**src/rtl/ahbl_splitter_n.sv**
```systemverilog
// ahbl_splitter_n: AHB-Lite one-master to NS-slave splitter with built-in default slave.
//
// Address phase: HADDR's top DEC_BITS bits are compared against per-slave
// bases; the lowest matching slave gets S_HSEL the same cycle.
// Data phase: sel_d remembers the owner and muxes HREADY/HRESP/HRDATA one
// cycle later. Unmapped active transfers get a two-cycle ERROR response
// from the internal default slave, which also counts and logs them.
//
// Ports:
//   HCLK, HRESETn        clock, asynchronous active-low reset
//   HADDR, HTRANS        master address phase
//   HREADY, HRESP, HRDATA muxed data-phase response (HREADY also fans out to slaves)
//   S_HSEL               per-slave select, one-hot or zero
//   S_HRDATA, S_HREADYOUT, S_HRESP  packed slave responses (slave i at slice i)
//   ERR_CLR              synchronous clear of ERR_CNT/ERR_ADDR
//   ERR_CNT, ERR_ADDR    saturating decode-error count and last failing address
module ahbl_splitter_n #(
    parameter int                     NS        = 4,
    parameter int                     DEC_BITS  = 8,
    parameter logic [NS*DEC_BITS-1:0] BASES     = {8'h80, 8'h40, 8'h20, 8'h00},
    parameter logic [31:0]            DEF_RDATA = 32'hBADDBEEF
) (
    input  logic              HCLK,
    input  logic              HRESETn,
    input  logic [31:0]       HADDR,
    input  logic [1:0]        HTRANS,
    output logic              HREADY,
    output logic [31:0]       HRDATA,
    output logic              HRESP,
    output logic [NS-1:0]     S_HSEL,
    input  logic [NS*32-1:0]  S_HRDATA,
    input  logic [NS-1:0]     S_HREADYOUT,
    input  logic [NS-1:0]     S_HRESP,
    input  logic              ERR_CLR,
    output logic [15:0]       ERR_CNT,
    output logic [31:0]       ERR_ADDR
);
    typedef enum logic [1:0] {IDLE, ERR1, ERR2} state_t;

    state_t          state;
    logic [NS-1:0]   sel_d;
    logic            dec_err;
    logic            unused_trans;

    // Only HTRANS[1] distinguishes active (NONSEQ/SEQ) from IDLE/BUSY.
    assign unused_trans = HTRANS[0];

    // Scan from the top down so the lowest matching index is the last writer.
    always_comb begin
        S_HSEL = '0;
        for (int i = NS - 1; i >= 0; i--)
            if (HADDR[31 -: DEC_BITS] == BASES[i*DEC_BITS +: DEC_BITS]) begin
                S_HSEL    = '0;
                S_HSEL[i] = 1'b1;
            end
    end

    // Default-slave states override the slave mux; sel_d is always zero
    // while in ERR1/ERR2 since it was loaded from an empty decode.
    always_comb begin
        HREADY = 1'b1;
        HRESP  = 1'b0;
        HRDATA = DEF_RDATA;
        for (int i = 0; i < NS; i++)
            if (sel_d[i]) begin
                HREADY = S_HREADYOUT[i];
                HRESP  = S_HRESP[i];
                HRDATA = S_HRDATA[i*32 +: 32];
            end
        if (state != IDLE) begin
            HREADY = (state == ERR2);
            HRESP  = 1'b1;
            HRDATA = DEF_RDATA;
        end
    end

    assign dec_err = HTRANS[1] & HREADY & ~|S_HSEL;

    always_ff @(posedge HCLK or negedge HRESETn) begin
        if (!HRESETn) begin
            sel_d <= '0;
        end else if (HREADY) begin
            sel_d <= HTRANS[1] ? S_HSEL : '0;
        end
    end

    // ERR1 always advances; otherwise a decode error (only possible with
    // HREADY high, i.e. IDLE or ERR2) starts a new error response.
    always_ff @(posedge HCLK or negedge HRESETn) begin
        if (!HRESETn) begin
            state <= IDLE;
        end else begin
            state <= (state == ERR1) ? ERR2 : (dec_err ? ERR1 : IDLE);
        end
    end

    // A coincident error wins over a clear: the cleared count restarts at one.
    always_ff @(posedge HCLK or negedge HRESETn) begin
        if (!HRESETn) begin
            ERR_CNT  <= '0;
            ERR_ADDR <= '0;
        end else if (dec_err) begin
            ERR_CNT  <= ERR_CLR ? 16'd1 : ((ERR_CNT == 16'hFFFF) ? ERR_CNT : ERR_CNT + 16'd1);
            ERR_ADDR <= HADDR;
        end else if (ERR_CLR) begin
            ERR_CNT  <= '0;
            ERR_ADDR <= '0;
        end
    end
endmodule

```
**config.mk**
```make
export PLATFORM = sky130hd
export DESIGN_NAME = ahbl_splitter_n
export DESIGN_NICKNAME = d
export VERILOG_FILES = /design/src/rtl/ahbl_splitter_n.sv
export SDC_FILE = /design/constraint.sdc
export NUM_CORES = 1
export LEC_CHECK = 0
export BUFFER_PORTS_ARGS = -buffer_cell sky130_fd_sc_hd__buf_2
export CORE_AREA = 2 2 99 101
export CTS_CLUSTER_DIAMETER = 60
export CTS_CLUSTER_SIZE = 10
export DETAILED_ROUTE_END_ITERATION = 7
export DIE_AREA = 0 0 101 103
export GPL_TIMING_DRIVEN = 0
export PLACE_DENSITY = 0.74
export SYNTH_ARGS = -nofsm -noshare
export SYNTH_HDL_FRONTEND = slang
export SYNTH_SLANG_ARGS = --single-unit
```
**constraint.sdc**
```tcl
create_clock -name HCLK -period 2.7 [get_ports HCLK]
set_input_delay 0.135 -clock HCLK [delete_from_list [all_inputs] [get_ports HCLK]]
set_output_delay 0.135 -clock HCLK [all_outputs]
set_load 0.05 [all_outputs]
```
* Word level (Yosys, flattened, before mapping)
Cells that the tools add are included.
W data, S select, Z words.
** Word-level totals
- Register bits :: 54
- Output and inout port bits :: 86
- Logic and storage cells :: 48
** Operators by class
- Add/sub/neg operators :: 1
- Equal/unequal tests :: 7
- Mux-type cells :: 28
- Bitwise gates (word level) :: 2
- Reductions and logical operators :: 6
** Operator list (number)
- $mux W32 :: 7
- $mux W16 :: 4
- $mux W4 :: 5
- $add A16 B1 Y16 const B :: 1
- $eq A16 B16 Y1 const B :: 1
- $mux W1 :: 11
- $eq A8 B6 Y1 const B :: 1
- $eq A8 B7 Y1 const B :: 1
- $eq A8 B8 Y1 const B :: 1
- $logic_not A8 Y1 :: 1
- $reduce_bool A2 Y1 :: 2
- $reduce_or A4 Y1 :: 1
- $and A1 B1 Y1 :: 2
- $eq A2 B1 Y1 const B :: 1
- $eq A2 B2 Y1 const B :: 1
- $mux W2 :: 1
- $ne A2 B2 Y1 const B :: 1
- $reduce_and A2 Y1 :: 1
- $logic_not A1 Y1 :: 1

* Longest topological paths before layout
- Depth in word-level cells :: 10
- Mapped depth :: 9

* Worst setup path after synthesis
OpenSTA, ideal clock, no wires.
- Kind :: input to register
- Start point :: in HADDR[25]
- End point :: reg sel_d[1]
- Library setup time :: 0.087 ns
- Data arrival time :: 2.359 ns
- Required time :: 2.613 ns
- Setup slack :: 0.253 ns
- Stages :: 4
- Cell sequence :: or4_4 -> nor3_1 -> or3b_2 -> o21ai_0
** Between the ends
- Longest elaborated chain between the ends :: 5
- Elaborated cells on any way between the ends :: 7
** Ends and longest elaborated chain
- from (decl) :: RTL line 25 : input logic [31:0] HADDR,
- $eq A8 B7 Y1 :: RTL line 52 : if (HADDR[31 -: DEC_BITS] == BASES[i*DEC_BITS +: DEC_BITS]) begin
- $mux W4 (2 in series) :: RTL line 52
- $mux W4 * :: RTL line 52
- net S_HSEL[1] :: RTL line 30 : output logic [NS-1:0] S_HSEL,
- $mux W4 * :: RTL line 83 : sel_d <= HTRANS[1] ? S_HSEL : '0;
- to (signal assigned) :: RTL line 83
- to (decl) :: RTL line 41 : logic [NS-1:0] sel_d;
The timed path passes the listed nets; every way through them passes the cells marked *.
A chain may end at the register's enable or synchronous reset.

* Worst setup path in the final report
- Start point :: reg sel_d[2]
- End point :: out HRDATA[22]
** Between the ends
- Longest elaborated chain between the ends :: 3
** Ends and longest elaborated chain
- $mux W32 (2 in series) :: RTL line 65 : if (sel_d[i]) begin
- $mux W32 :: RTL line 70 : if (state != IDLE) begin
- to (decl) :: RTL line 28 : output logic [31:0] HRDATA,
Every way passes these cells.

==> impl_metrics.env <==
export IMPL_wire_per_inst_um=16.7
export IMPL_layout_min_cycle_time_ps=2440
export IMPL_clockBufferDepth=2
export IMPL_status="finished, final reports clean"
export IMPL_syn_nets=643
export IMPL_min_from="HADDR[4]"
export IMPL_via_per_inst=5.31
export IMPL_clock_latency_ps=310
export IMPL_placed_cells=839
export IMPL_initial_core_util_pct=38.7
export IMPL_setup_viol=0
export IMPL_reg2reg_from="ERR_CNT[0]"
export IMPL_power_density_mw_per_mm2=387
export IMPL_die_area_mm2=0.0104
export IMPL_gp_congestion=0.882
export IMPL_syn_instance_count=469
export IMPL_fin_crit_sh_pct=90.3
export IMPL_ys_seq_area_share_pct=36.9
export IMPL_cts_tree="yes"
export IMPL_grt_pass1_wl_um=20600
export IMPL_ant_nets=0
export IMPL_antenna_found_initial=0
export IMPL_ys_seq_elements=54
export IMPL_route_detailed_drc=0
export IMPL_rrSetupSlack_ps=410
export IMPL_htreeDepth=2
export IMPL_r2r_end="ERR_CNT[11]"
export IMPL_clock_fmax_mhz=410
export IMPL_hpwlAfterDp_um=11400
export IMPL_synthesis_area_mm2=0.00366
export IMPL_synth_distinct_cells=51
export IMPL_critical_path_arrival_ps=2300
export IMPL_fp_coreArea_mm2=0.00946
export IMPL_whs_path_depth=3
export IMPL_yosysWarnings=0
export IMPL_hold_end="ERR_ADDR[4]"
export IMPL_setup_tns_ps=0
export IMPL_rows=36
export IMPL_post_route_cells_drive_above_1_share_pct=38.5
export IMPL_drt_initial_drc_count=266
export IMPL_ys_flop_type="dfrtp_1"
export IMPL_whs_ps=30.5
export IMPL_die_x_um=101
export IMPL_root_buffer="clkbuf_8"
export IMPL_num_vias=4496
export IMPL_async_flop_share_pct=100
export IMPL_grt_pass1_vias=4224
export IMPL_ioPinCount=259
export IMPL_dr_pass1_iters=5
export IMPL_worst_pin_slew_ps=1230
export IMPL_max_slew_margin_rel_pct=18.1
export IMPL_numCtsBuffers=5
export IMPL_overflow=0
export IMPL_grt_max_degree=55
export IMPL_io_buffer_count=256
export IMPL_hold_path_class="input pin to register"
export IMPL_postLayoutCellArea_mm2=0.00519
export IMPL_drt_total_wl_um=14100
export IMPL_placed_area_mm2=0.00508
export IMPL_max_vdd_ir_drop_uv=374
export IMPL_fin_skew_ps=6.65
export IMPL_start_kind="register"
export IMPL_setup_worst_path_end_class="output port"
export IMPL_syn_area_per_cell_um2=7.80
export IMPL_die_y_um=103
export IMPL_hold_viol=0
export IMPL_rsz0062_at_grt="no"
export IMPL_fillCellCount=913
export IMPL_post_cts_setup_buffers=0
export IMPL_drv_slew=0
export IMPL_layout_cells_non_filler=847
export IMPL_diodes=0
export IMPL_maxCapViolations=0
export IMPL_fin_total_pwr_mw=2.01
export IMPL_syn_to_final_growth_pct=42.0
export IMPL_fin_nets=906
export IMPL_cts_sinks=54
export IMPL_criticalPathCategory="register to output port"
export IMPL_track_usage_pct=25.2
export IMPL_critPathRequiredTime_ps=2570
export IMPL_path_clk_slew_ps=100
export IMPL_synth_edf_count=0
export IMPL_p_leak_nw=2.41
export IMPL_rr_worst_depth=7
export IMPL_path_max_fanout=10
[worst max-delay path by stage]
stage | start | to | slack (ps) | cells past startpoint
4_1_cts | sel_d[2] | HRDATA[23] | 100 | 7
5_1_grt | sel_d[2] | HRDATA[11] | 20 | 8
2_1_floorplan | HADDR[25] | sel_d[1] | 250 | 4
3_5_place_dp | sel_d[2] | HRDATA[23] | 440 | 7
6_report | sel_d[2] | HRDATA[22] | 260 | 8
3_3_place_gp | ERR_CNT[0] | ERR_CNT[11] | 510 | 7
[layout by cell type, fill, tap and decap left out, types with 4 or more instances in the layout]
cell type	netlist	layout
o22ai_1	23	23
clkbuf_1	29	26
nor2_1	16	16
nand3_1	7	7
buf_2	4	260
o21ai_0	50	50
a31oi_1	4	4
buf_1	4	4
o21ai_1	21	21
a21oi_1	19	19
inv_1	7	7
nand2_1	88	88
nor2b_1	10	10
nand2b_1	32	32
nor3_1	13	13
nand4_1	4	4
clkbuf_8	0	5
dfrtp_1	54	54
a221oi_1	7	7
mux2i_1	24	24
or3_1	10	10
[stage by stage]
step | setup slack [ps] | util, %
2_1_floorplan | 253 | -
3_3_place_gp | 514 | 53.7
3_5_place_dp | 440 | 53.7
4_1_cts | 98.7 | 54.9
5_1_grt | 17.1 | 54.9
6_report | 261 | 54.9
[layout make-up]
cell class	instances	area [um2]	share of cell area, %
inverters	9	36.3	0.699
well taps	114	143	2.75
clock buffers	5	68.8	1.32
clock inverters	3	40.0	0.771
repair buffers	256	1280	24.7
flip-flops and latches	54	1350	26.0
multi-input cells	367	2110	40.6
plain buffers	39	166	3.20
[worst max-delay path, cell delays in order, from the launching register on]
cell and delay, ps:
dfrtp_1 340, clkbuf_1 200, clkbuf_1 400, clkbuf_1 360, nand2_1 80, o21ai_0 130, mux2i_1 120, nand2_1 90
buf_2 260
[cells by family after synthesis]
family | Yosys count | share of synthesized area [%]
AO/OA/AOI/OAI | 141 | 23.2
adder cells (fa/ha/maj) | 2 | 0.616
buffers and inverters | 48 | 5.44
flip-flops | 54 | 36.9
multiplexers | 24 | 6.57
AND/OR/NAND/NOR | 200 | 27.3
[timing repair]
action                                  in CTS  in global routing
endpoints found under the setup margin       0                  9
gates resized for setup                      0                  6
hold buffers                                 0                  0
[where the power goes]
group	internal [mW]	leakage (nW)	switching [mW]	total [mW]
logic	0.182	1.63	0.387	0.570
registers	0.858	0.719	0.0369	0.895
clock network	0.274	0.0579	0.273	0.546
[flip-flops by register name, summed over array words and instances (netlist names)]
register	flops
ERR_ADDR	32
ERR_CNT	16
sel_d	4
state	2
[synthesized netlist by cell type, types with 4 or more instances]
cell type | instances | area (um2)
nand4_1 | 4 | 25.0
o22ai_1 | 23 | 144
a221oi_1 | 7 | 61.3
nand2b_1 | 32 | 200
nand2_1 | 88 | 330
a21oi_1 | 19 | 95.1
o21ai_1 | 21 | 105
nor3_1 | 13 | 65.1
or3_1 | 10 | 62.6
inv_1 | 7 | 26.3
dfrtp_1 | 54 | 1350
mux2i_1 | 24 | 240
a31oi_1 | 4 | 25.0
nor2b_1 | 10 | 62.6
nand3_1 | 7 | 35.0
clkbuf_1 | 29 | 109
o21ai_0 | 50 | 250
buf_2 | 4 | 20.0
buf_1 | 4 | 15.0
nor2_1 | 16 | 60.1
[per-layer routing]
metal	up-vias	part of all wire [%]	wire, um	global-route usage [%]
met5	-	0	0	0
met2	221	49	6990	44.2
li1	2190	-	-	-
met3	26	8.0	1140	5.83
met1	2059	40	5710	31.0
met4	0	2.2	306	7.80
Power figures use the tool's default switching activity.
